**src/rtl/pipe_hazard_ctrl.sv**
```systemverilog
// Scoreboard hazard/flush controller for the IF/ID/EX/LS/WB pipeline.
// Optional performance counters are enabled with `define HAZARD_PERF_CNT_EN.
module pipe_hazard_ctrl #(
  parameter int CNT_W        = 2,
  parameter int FLUSH_CYCLES = 2,
  parameter int CSR_CNT_W    = 2
) (
  input  logic        clk,
  input  logic        rst_n,
  input  logic        id_valid,
  input  logic        ex_ready,
  input  logic [4:0]  id_rs1,
  input  logic [4:0]  id_rs2,
  input  logic        id_rs1_used,
  input  logic        id_rs2_used,
  input  logic [4:0]  id_rd,
  input  logic        id_R_wen,
  input  logic        id_csr_wen,
  input  logic        id_csr_ren,
  input  logic        ex_redirect,
  input  logic [31:0] ex_target,
  input  logic        wb_valid,
  input  logic [4:0]  wb_rd,
  input  logic        wb_R_wen,
  input  logic        wb_csr_wen,
  output logic        stall_id,
  output logic        issue,
  output logic        inst_clear,
  output logic        flush_if,
  output logic        redirect_valid,
  output logic [31:0] redirect_pc,
  output logic        sb_busy,
  output logic        sb_err
`ifdef HAZARD_PERF_CNT_EN
  ,
  output logic [31:0] perf_stall_cyc,
  output logic [31:0] perf_flush_cnt,
  output logic [31:0] perf_issue_cnt
`endif
);

  typedef enum logic {RUN, FLUSH} state_t;

  localparam logic [CNT_W-1:0]     CNT_MAX = '1;
  localparam logic [CSR_CNT_W-1:0] CSR_MAX = '1;

  state_t               state, state_next;
  logic [3:0]           flush_cnt, flush_cnt_next;
  logic [31:0]          pc_q;
  logic [CNT_W-1:0]     cnt [32];
  logic [CSR_CNT_W-1:0] csr_cnt;
  logic                 hazard;
  logic [31:0]          gpr_inc, gpr_dec, gpr_zero;
  logic                 csr_inc, csr_dec, underflow;

  always_comb begin
    hazard = 1'b0;
    if (id_rs1_used && id_rs1 != 5'd0 && cnt[id_rs1] != '0) hazard = 1'b1;
    if (id_rs2_used && id_rs2 != 5'd0 && cnt[id_rs2] != '0) hazard = 1'b1;
    if ((id_csr_ren || id_csr_wen) && csr_cnt != '0) hazard = 1'b1;
    if (id_R_wen && id_rd != 5'd0 && cnt[id_rd] == CNT_MAX) hazard = 1'b1;
    if (id_csr_wen && csr_cnt == CSR_MAX) hazard = 1'b1;
  end

  assign stall_id = id_valid & (hazard | (state == FLUSH));
  assign issue    = id_valid & ex_ready & ~stall_id & ~inst_clear;

  // FLUSH lasts FLUSH_CYCLES-1 cycles so flush_if spans FLUSH_CYCLES in total
  always_comb begin
    state_next     = state;
    flush_cnt_next = flush_cnt;
    inst_clear     = 1'b0;
    flush_if       = 1'b0;
    redirect_valid = 1'b0;
    redirect_pc    = pc_q;
    case (state)
      RUN: begin
        if (ex_redirect) begin
          inst_clear     = 1'b1;
          redirect_valid = 1'b1;
          redirect_pc    = ex_target;
          flush_if       = 1'b1;
          flush_cnt_next = 4'(FLUSH_CYCLES - 1);
          state_next     = (FLUSH_CYCLES == 1) ? RUN : FLUSH;
        end
      end
      FLUSH: begin
        flush_if       = 1'b1;
        flush_cnt_next = flush_cnt - 4'd1;
        if (flush_cnt <= 4'd1) begin
          state_next     = RUN;
          flush_cnt_next = '0;
        end
      end
      default: state_next = RUN;
    endcase
  end

  always_ff @(posedge clk) begin
    if (!rst_n) begin
      state     <= RUN;
      flush_cnt <= '0;
      pc_q      <= '0;
    end else begin
      state     <= state_next;
      flush_cnt <= flush_cnt_next;
      if (redirect_valid) pc_q <= ex_target;
    end
  end

  always_comb begin
    gpr_inc = '0;
    gpr_dec = '0;
    if (issue && id_R_wen && id_rd != 5'd0) gpr_inc[id_rd] = 1'b1;
    if (wb_valid && wb_R_wen && wb_rd != 5'd0) gpr_dec[wb_rd] = 1'b1;
    for (int i = 0; i < 32; i++) gpr_zero[i] = (cnt[i] == '0);
    csr_inc   = issue & id_csr_wen;
    csr_dec   = wb_valid & wb_csr_wen;
    // a matching issue in the same cycle cancels a retire, so no underflow
    underflow = (|(gpr_dec & ~gpr_inc & gpr_zero)) |
                (csr_dec & ~csr_inc & (csr_cnt == '0));
  end

  always_ff @(posedge clk) begin
    if (!rst_n) begin
      for (int i = 0; i < 32; i++) cnt[i] <= '0;
      csr_cnt <= '0;
      sb_err  <= 1'b0;
    end else begin
      for (int i = 1; i < 32; i++) begin
        if (gpr_inc[i] && !gpr_dec[i]) cnt[i] <= cnt[i] + 1'b1;
        else if (gpr_dec[i] && !gpr_inc[i] && !gpr_zero[i]) cnt[i] <= cnt[i] - 1'b1;
      end
      if (csr_inc && !csr_dec) csr_cnt <= csr_cnt + 1'b1;
      else if (csr_dec && !csr_inc && csr_cnt != '0) csr_cnt <= csr_cnt - 1'b1;
      if (underflow) sb_err <= 1'b1;
    end
  end

  always_comb begin
    sb_busy = (csr_cnt != '0);
    for (int i = 0; i < 32; i++) sb_busy = sb_busy | ~gpr_zero[i];
  end

`ifdef HAZARD_PERF_CNT_EN
  always_ff @(posedge clk) begin
    if (!rst_n) begin
      perf_stall_cyc <= '0;
      perf_flush_cnt <= '0;
      perf_issue_cnt <= '0;
    end else begin
      if (stall_id && state != FLUSH) perf_stall_cyc <= perf_stall_cyc + 32'd1;
      if (inst_clear) perf_flush_cnt <= perf_flush_cnt + 32'd1;
      if (issue) perf_issue_cnt <= perf_issue_cnt + 32'd1;
    end
  end
`endif

endmodule
```
**config.mk**
```make
export PLATFORM = sky130hd
export DESIGN_NAME = pipe_hazard_ctrl
export DESIGN_NICKNAME = d
export VERILOG_FILES = /design/src/rtl/pipe_hazard_ctrl.sv
export SDC_FILE = /design/constraint.sdc
export NUM_CORES = 1
export LEC_CHECK = 0
export CAP_MARGIN = 30
export CORE_MARGIN = 5
export CORE_UTILIZATION = 35
export DETAILED_ROUTE_END_ITERATION = 8
export MAX_ROUTING_LAYER = met4
export PLACE_DENSITY = 0.6
export REMOVE_ABC_BUFFERS = 1
export SYNTH_ARGS = -nofsm -noshare
export SYNTH_HDL_FRONTEND = slang
export SYNTH_SLANG_ARGS = --single-unit
```
**constraint.sdc**
```tcl
create_clock -name clk -period 5.9 [get_ports clk]
set_input_delay 0.885 -clock clk [delete_from_list [all_inputs] [get_ports clk]]
set_output_delay 0.885 -clock clk [all_outputs]
set_load 0.1 [all_outputs]
```
==> results of run 1 <==
## worst paths after layout
path               from         end
max            id_rd[2]      sb_err
max reg2reg  cnt[11][1]      sb_err
min          csr_cnt[1]  csr_cnt[1]
min reg2reg  csr_cnt[1]  csr_cnt[1]
## layout make-up
class	count	area share
clock buffer	9	0.0248
clock inverter	7	0.00786
inverter	27	0.0112
multi-input combinational	776	0.509
sequential	102	0.294
tap	280	0.0386
timing repair buffer	115	0.115
## layer usage
layer,track usage,up-vias
met4,0.102,0
met1,0.307,3655
met5,-,-
met2,0.351,451
met3,0.0495,77
li1,-,3647
## worst min-delay path, delay by kind of cell (launching register included)
kind | cells | cell delay, ns
DFF | 1 | 0.34
AOI/OAI and AO/OA | 1 | 0.04
and+or+nand+nor | 1 | 0.06
## where the power goes
| part | total, uW | leakage (uW) | internal [uW] | switching (uW) |
|---|---|---|---|---|
| logic | 552 | 0.00217 | 165 | 386 |
| registers | 845 | 0.000965 | 796 | 49.5 |
| clock network | 608 | 0.000148 | 300 | 308 |
## synthesized netlist by cell type (24+ instances only)
cell type,n
a21oi_1,44
and2_1,36
clkbuf_1,40
dfxtp_1,40
edfxtp_1,62
inv_1,25
mux2i_1,24
nand2_1,165
nand3_1,25
nor2_1,116
nor3_1,53
o21ai_0,27
## cell families (layout without fill, tap and decap cells)
logic type                 count (synthesis)  in the layout  share of synthesized area
muxes                                     38             38                     0.0655
and+or+nand+nor                          537            537                      0.352
adders and majority gates                  3              3                    0.00493
xor gates and xnor gates                  15             15                     0.0172
AOI/OAI and AO/OA                        183            183                      0.166
DFF                                      102            102                      0.350
buffers and inverters                     83            158                     0.0442
## sequential cells by signal, summed over array words and instances, names as in the netlist
| name | count |
|---|---|
| state | 1 |
| pc_q | 32 |
| csr_cnt | 2 |
| sb_err | 1 |
| flush_cnt | 4 |
| cnt | 62 |
## stage by stage
| step | area, um^2 | util | worst slack (ns) |
|---|---|---|---|
| 6_report | 9070 | 0.420 | 1.11 |
| 5_1_grt | 9070 | 0.420 | 0.889 |
| 4_1_cts | 9070 | 0.420 | 1.17 |
| 3_3_place_gp | 8750 | 0.405 | 0.860 |
| 2_1_floorplan | 7380 | - | 1.05 |
| 3_5_place_dp | 8770 | 0.406 | 0.868 |
==> results.tsv, run 1 <==
stage	metric	value	unit
global_route	antenna_found_initial	0	
logic_synthesis	synth_edf_count	62	
drt	drc	0	
pwr	max-vdd-ir-drop	0.147	mV
sta	grt_setup_unrepaired	false	
place	gp_congestion	1.07	
drt	final_antenna_net_count	0	
clock_network	cts_setup_buffers	0	
logic_synthesis	synth_top_cell_area_share	0.244	
drt	drt-met1-wl	12.1	mm
logic_synthesis	avgSynthCellArea	7.93	um^2
final_layout	multiInputGateArea	0.00462	mm^2
global_route	grt_start_max_net_pins	61	
final_layout	seq_area	0.00266	mm^2
logic_synthesis	yosysUniqueCellTypes	78	
final_layout	finalNetCount	1099	
sta	skew	0.00954	ns
logic_synthesis	synth_area	0.00762	mm^2
pwr	p_total	2010	uW
sta	maxSlewViolCount	0	
status	status	completed	
final_layout	layout_common_cells	165 x nand2_1, 116 x nor2_1, 65 x clkdlybuf4s50_1	
drt	drt_iter0_drc	708	
clock_network	clockBufferDepth	2	
place	dp_hpwl	21.6	mm
sta	fin_crit_sh	0.813	
pwr	power_density	221	mW/mm^2
drt	viasPerCell	5.95	
pwr	p_leak	0.00328	uW
drt	top_layer_used	met4	
sta	tightest_slew	1.00	ns
clock_network	path_clk_slew	0.08	ns
critical_path	cp.required	6.12	ns
critical_path	rrSetupSlack	1.57	ns
floorplan	fp-row-count	54	
clock_network	h-tree-depth	3	
sta	finalHoldViolations	0	
clock_network	cts_hold_buf	0	
place	io_buffers	103	
logic_synthesis	synth_top_cell_by_area	edfxtp_1	
critical_path	crit_family	compound AO/OA/AOI/OAI gates	
floorplan	fp.dieH	158	um
critical_path	r2r_cells	10	
logic_synthesis	ys_ff_latch	102	
global_route	grt_use_total	0.235	
final_layout	diodes	0	
clock_network	cts_sinks	102	
sta	min_period	4.79	ns
logic_synthesis	synthTopCellsByArea	edfxtp_1 24%, dfxtp_1 11%, nand2_1 8.1%, nor2_1 5.7%, nor3_1 3.5%	
critical_path	critical_path_buf_inv_count	2	
drt	dr_wl_met3	2.70	mm
sta	maxSlewHeadroom	0.329	
logic_synthesis	synth_ff_type	edfxtp_1	
final_layout	syn_to_final_growth	19.1	%
final_layout	n_fill_cell	2266	
critical_path	slowest_delay	0.96	ns
min_path	hold-path-cell-count	2	
clock_network	clkLatencyLatePin	0.36	ns
global_route	grt_overflow_total	0	
sta	timing.fmax	0.209	GHz
critical_path	end_kind	flip-flop	
drt	firstDrtPassIters	5	
place	dp.cells	1300	
critical_path	cp_slowest_cell	clkdlybuf4s50_1	
logic_synthesis	seq_area_frac_synth	0.350	
floorplan	core	0.0216	mm^2
floorplan	ios	104	
clock_network	root_buffer	clkbuf_16	
final_layout	drive_gt1_frac	0.106	
critical_path	startpoint_type	input pin	
global_route	grt_pass1_wl	43.3	mm
global_route	grt_pass1_vias	7419	
sta	finalSetupViolations	0	
drt	wirelength	28.2	mm
floorplan	dieArea	0.0248	mm^2
clock_network	cts_tree	yes	
logic_synthesis	synth_cells	961	
min_path	min_path_type	reg -> reg	
drt	num_vias	7830	
critical_path	arrival	5.01	ns
critical_path	crit_type	in -> reg	
critical_path	crit_chain	clkdlybuf4s50_1 -> inv_2 -> and3_1 -> nand3_1 -> nand4_1 -> o311ai_2 -> nand3_4 -> o31ai_1 -> o21ai_0 -> nor4_1 -> a41oi_1	
critical_path	cp.depth	11	
final_layout	final_common_cell	nand2_1	
sta	setup-tns-final	0	ns
drt	wl_per_cell	21.5	um
sta	hold_ws	0.481	ns
floorplan	die_width	158	um
floorplan	start_util	0.352	
drt	met2_length	12.3	mm
logic_synthesis	synthArstFlopShare	0	
job	drv_cap	0	
clock_network	cts-buffers-inserted	9	
final_layout	final_cells	1316	
clock_network	cts_resized	0	
logic_synthesis	ys_warn_count	0	
critical_path	cp_max_fo	37	
Note: power is estimated with default switching activity, not from simulation.
==> run 2: changes to the inputs <==
Settings changed: PLACE_DENSITY 0.6 to 0.62.
Clock period 5.9 ns to 3.85 ns, I/O delays scaled along.
==> results.tsv, run 2 (synthesis gave the netlist of run 1 again) <==
stage	metric	value	unit	change
clock_network	cts_hold_buf	0		unchanged
pwr	max-vdd-ir-drop	0.219	mV	+49%
clock_network	cts_setup_buffers	0		unchanged
global_route	grt_use_total	0.251		+0.0168
sta	hold_ws	0.466	ns	-0.0155 ns
drt	final_antenna_net_count	0		unchanged
final_layout	fin_util	0.492		+0.0725
pwr	p_leak	0.00413	uW	+26%
critical_path	r2r_cells	12		+2
drt	wirelength	30.5	mm	+8.1%
critical_path	startpoint_type	input pin		
pwr	power_density	309	mW/mm^2	+40%
place	gp_congestion	1.06		-0.79%
pwr	p_total	3290	uW	+64%
final_layout	syn_to_final_growth	39.7	%	
floorplan	dieArea	0.0248	mm^2	unchanged
critical_path	worstSetupStartpoint	id_rs2[3]		
sta	maxSlewHeadroom	0.336		+0.00727
clock_network	path_clk_slew	0.08	ns	about the same
final_layout	drive_gt1_frac	0.221		+0.114
floorplan	ios	104		unchanged
critical_path	cp.required	3.27	ns	-2.85 ns
place	dp_hpwl	23.9	mm	+11%
clock_network	cts_tree	yes		
final_layout	reg.largest.list	cnt x62, pc_q x32, flush_cnt x4		
drt	drt_iter0_drc	873		+23%
sta	timing.fmax	0.265	GHz	
floorplan	fp.dieH	158	um	unchanged
floorplan	die_width	158	um	unchanged
critical_path	rrSetupSlack	0.16	ns	-1.41 ns
critical_path	worstReg2RegEnd	sb_err		
critical_path	crit_top_cell	buf_4		
sta	maxSlewViolCount	0		unchanged
final_layout	final_common_cell	nand2_1		
clock_network	root_buffer	clkbuf_16		
sta	finalHoldViolations	0		unchanged
final_layout	final_cells	1454		+10%
drt	drc	0		unchanged
critical_path	arrival	3.20	ns	-1.81 ns
drt	wl_per_cell	21.0	um	-2.2%
sta	fin_crit_sh	0.980		
min_path	min_path_type	reg -> reg		
global_route	grt_pass1_wl	46.3	mm	+7.0%
sta	grt_setup_unrepaired	false		
critical_path	cp_max_fo	6		-84%
global_route	grt_start_max_net_pins	60		-1.6%
critical_path	crit_type	in -> out		
final_layout	finalNetCount	1237		+13%
global_route	antenna_found_initial	0		unchanged
place	io_buffers	103		unchanged
final_layout	largest-register	cnt		
sta	setup-tns-final	0	ns	unchanged
final_layout	layout_common_cells	165 x nand2_1, 147 x buf_4, 112 x nor2_1		
floorplan	core	0.0216	mm^2	unchanged
clock_network	cts_sinks	102		unchanged
drt	firstDrtPassIters	7		+2
job	drv_cap	0		unchanged
place	dp.cells	1438		+11%
final_layout	diodes	0		unchanged
floorplan	fp-row-count	54		unchanged
drt	viasPerCell	5.71		-4.0%
status	status	completed		
critical_path	crit_chain	clkdlybuf4s50_1 -> buf_4 -> mux4_2 -> a211oi_4 -> nor4b_4 -> a211oi_4 -> buf_4 -> nand2_1 -> nor2_1 -> buf_4 -> buf_12		
global_route	grt_pass1_vias	8012		+8.0%
critical_path	slowest_delay	0.53	ns	-0.43 ns
sta	min_period	3.77	ns	
critical_path	cp_slowest_cell	mux4_2		
drt	num_vias	8304		+6.1%
clock_network	cts-buffers-inserted	9		unchanged
critical_path	crit_end	issue		
final_layout	largest_reg_flops	62		unchanged
global_route	grt_overflow_total	0		unchanged
clock_network	h-tree-depth	3		unchanged
critical_path	end_kind	output pin		
clock_network	clkLatencyLatePin	0.37	ns	about the same
clock_network	clockBufferDepth	2		unchanged
final_layout	n_fill_cell	2126		-6.2%
critical_path	reg2reg_from	cnt[19][0]		
sta	tightest_slew	0.992	ns	-0.0109 ns
sta	skew	0.0185	ns	+0.00895 ns
sta	finalSetupViolations	0		unchanged
floorplan	start_util	0.352		unchanged
run 2: how the worst min path moves through the flow:
stage	from	to	slack (ns)	depth (start not counted)
after floorplan	csr_cnt[1]	csr_cnt[1]	0.44	2
after global placement	csr_cnt[1]	csr_cnt[1]	0.45	2
after detailed placement	csr_cnt[1]	csr_cnt[1]	0.46	2
after CTS	csr_cnt[1]	csr_cnt[1]	0.47	2
after global routing	csr_cnt[1]	csr_cnt[1]	0.52	2
final	csr_cnt[1]	csr_cnt[1]	0.47	2
run 2: power breakdown:
| group | leakage, uW | switching, uW | internal (uW) | total (uW) |
|---|---|---|---|---|
| logic | 0.00302 | 657 | 408 | 1070 |
| clock network | 0.000144 | 489 | 456 | 945 |
| registers | 0.000965 | 58.1 | 1220 | 1280 |
| total | 0.00413 | 1200 | 2080 | 3290 |
run 2: area by class of cell:
type / count / area [um^2] / share of cell area
clock inverters: 7 / 63.8 / 0.00600
flip-flops and latches: 102 / 2660 / 0.250
well taps: 280 / 350 / 0.0329
inverters: 27 / 101 / 0.00953
repair buffers: 253 / 2570 / 0.241
clock buffers: 9 / 225 / 0.0212
multi-input cells: 776 / 4670 / 0.439
run 2: timing repair:
item,CTS,global route
setup endpoints to repair,2,8
resized for setup,2,15
pin swaps,0,2
run 2: metal layers:
layer	track usage	part of all wire
met1	0.321	0.42
met2	0.378	0.44
met3	0.0690	0.10
met4	0.100	0.040
met5	-	0
run 2: critical path, delay by kind of cell:
kind / cells / cell delay, ns
compound gates: 2 / 0.59
mux: 1 / 0.53
simple gates: 3 / 0.34
buf+inv: 5 / 1.16
run 2: metrics by stage:
| step | instance area, um^2 | setup WS (ns) |
|---|---|---|
| floorplan | 7380 | -0.384 |
| global placement | 10300 | -0.323 |
| detailed placement | 10300 | -0.399 |
| CTS | 10600 | 0.0117 |
| global route | 10600 | 0.00596 |
| finish | 10600 | 0.0764 |
==> run 3: changes to the inputs <==
Settings changed: CORE_UTILIZATION 35 to 30, PLACE_DENSITY 0.62 to 0.56.
==> results.tsv, run 3 (synthesis gave the netlist of run 1 again) <==
stage	metric	value	unit	change
status	status	completed		
min_path	min_path_type	reg -> reg		
critical_path	cp.required	3.27	ns	about the same
critical_path	crit_top_cell	buf_4		
floorplan	core	0.0251	mm^2	+16%
drt	drt_iter0_drc	818		-6.3%
place	dp_hpwl	25.0	mm	+4.6%
sta	fin_crit_sh	0.969		-0.0113
clock_network	cts_setup_buffers	0		unchanged
drt	viasPerCell	5.52		-3.4%
critical_path	crit_chain	clkdlybuf4s50_1 -> buf_4 -> mux4_2 -> a211oi_2 -> nor4b_4 -> a211oi_4 -> buf_4 -> nand2_2 -> and2_4 -> buf_12		
place	pre_cts_slack	-0.322	ns	+0.0770 ns
drt	firstDrtPassIters	5		-2
sta	finalHoldViolations	0		unchanged
critical_path	arrival	3.15	ns	-0.05 ns
final_layout	n_fill_cell	2572		+21%
clock_network	root_buffer	clkbuf_16		
final_layout	finalNetCount	1239		+0.16%
global_route	grt_use_total	0.222		-0.0294
critical_path	cp_slowest_cell	mux4_2		
floorplan	fp-row-count	58		+7.4%
critical_path	slowest_delay	0.52	ns	about the same
sta	skew	0.0179	ns	-0.000548 ns
final_layout	reg.largest.list	cnt x62, pc_q x32, flush_cnt x4		
final_layout	fin_util	0.427		-0.0647
sta	timing.fmax	0.268	GHz	+1.2%
drt	final_antenna_net_count	0		unchanged
final_layout	final_common_cell	nand2_1		
min_path	hold-path-cell-count	2		unchanged
drt	wl_per_cell	21.0	um	about the same
critical_path	worstSetupStartpoint	id_rs2[3]		
sta	maxSlewHeadroom	0.327		-0.00964
floorplan	ios	104		unchanged
pwr	max-vdd-ir-drop	0.197	mV	-10%
global_route	grt_start_max_net_pins	60		unchanged
drt	num_vias	8306		+0.024%
clock_network	clkLatencyLatePin	0.37	ns	about the same
floorplan	fp.dieH	169	um	+7.5%
clock_network	h-tree-depth	3		unchanged
pwr	power_density	313	mW/mm^2	+1.3%
global_route	grt_pass1_wl	47.6	mm	+2.8%
clock_network	cts_sinks	102		unchanged
clock_network	path_clk_slew	0.07	ns	about the same
clock_network	cts_hold_buf	0		unchanged
final_layout	largest_reg_flops	62		unchanged
sta	finalSetupViolations	0		unchanged
floorplan	start_util	0.303		-0.0489
critical_path	startpoint_type	input pin		
min_path	hp-start	csr_cnt[1]		
place	io_buffers	103		unchanged
sta	hold_ws	0.475	ns	+0.00900 ns
clock_network	cts-buffers-inserted	9		unchanged
min_path	hold_end	csr_cnt[1]		
pwr	p_leak	0.00413	uW	about the same
critical_path	cp_max_fo	9		+3
job	drv_cap	0		unchanged
final_layout	largest-register	cnt		
sta	setup-tns-final	0	ns	unchanged
final_layout	seq_area	0.00266	mm^2	unchanged
drt	drc	0		unchanged
sta	tightest_slew	1.01	ns	+0.0144 ns
global_route	antenna_found_initial	0		unchanged
final_layout	syn_to_final_growth	40.9	%	
final_layout	diodes	0		unchanged
final_layout	drive_gt1_frac	0.224		+0.00388
final_layout	multiInputGateArea	0.00469	mm^2	+0.43%
critical_path	worstReg2RegEnd	cnt[1][1]		
sta	setup_ws	0.120	ns	+0.0435 ns
drt	wirelength	31.6	mm	+3.6%
critical_path	r2r_cells	12		unchanged
global_route	grt_overflow_total	0		unchanged
critical_path	crit_type	in -> out		
sta	maxSlewViolCount	0		unchanged
clock_network	clockBufferDepth	2		unchanged
final_layout	layout_common_cells	164 x nand2_1, 152 x buf_4, 115 x nor2_1		
floorplan	dieArea	0.0287	mm^2	+16%
place	gp_congestion	0.995		-6.2%
critical_path	rrSetupSlack	0.20	ns	+0.04 ns
critical_path	end_kind	output pin		
clock_network	cts_tree	yes		
critical_path	reg2reg_from	cnt[27][1]		
sta	grt_setup_unrepaired	false		
sta	min_period	3.73	ns	-0.0435 ns
floorplan	die_width	169	um	+7.5%
global_route	grt_pass1_vias	7983		-0.36%
run 3: stage by stage:
stage / total power (uW) / cell area [um^2] / std cells
after global routing: 3480 / 10700 / 1506
after detailed placement: 2350 / 10300 / 1490
after global placement: 2350 / 10300 / 1490
after floorplan: 1840 / 7380 / 905
final: 3360 / 10700 / 1506
after CTS: 3360 / 10700 / 1506
run 3: where the power goes:
part           internal (uW)  leakage [uW]  switching, uW
Sequential              1220      0.000965           57.8
Clock                    505      0.000158            507
Combinational            409       0.00301            661
run 3: cell type report:
| class | instances | share of cell area |
|---|---|---|
| flip-flops and latches | 102 | 0.248 |
| clock inverters | 6 | 0.00653 |
| multi-input cells | 776 | 0.437 |
| well taps | 330 | 0.0385 |
| repair buffers | 255 | 0.237 |
| inverters | 27 | 0.00944 |
| clock buffers | 10 | 0.0233 |
run 3: repair_timing:
action                     in CTS  in global routing
gates resized for setup         1                 17
setup endpoints to repair       1                 21
pin swaps                       0                  2
run 3: worst max-delay path, delay by kind of cell:
kind / cells / cell delay, ns
buffers and inverters: 4 / 0.99
multiplexers: 1 / 0.52
AO/OA/AOI/OAI: 2 / 0.69
AND/OR/NAND/NOR: 3 / 0.37
run 3: routing by layer:
layer	wire length (um)	vias up	global-route usage
met3	3260	47	0.0664
met2	13700	419	0.329
met5	0	-	-
met1	13700	3915	0.296
li1	-	3925	-
met4	896	0	0.0609
run 3: worst max path at each step:
stage          depth (start not counted)              to
2_1_floorplan                          4  redirect_pc[0]
3_3_place_gp                          13          sb_err
3_5_place_dp                          13          sb_err
4_1_cts                               11           issue
5_1_grt                               14       cnt[1][1]
6_report                              10        stall_id
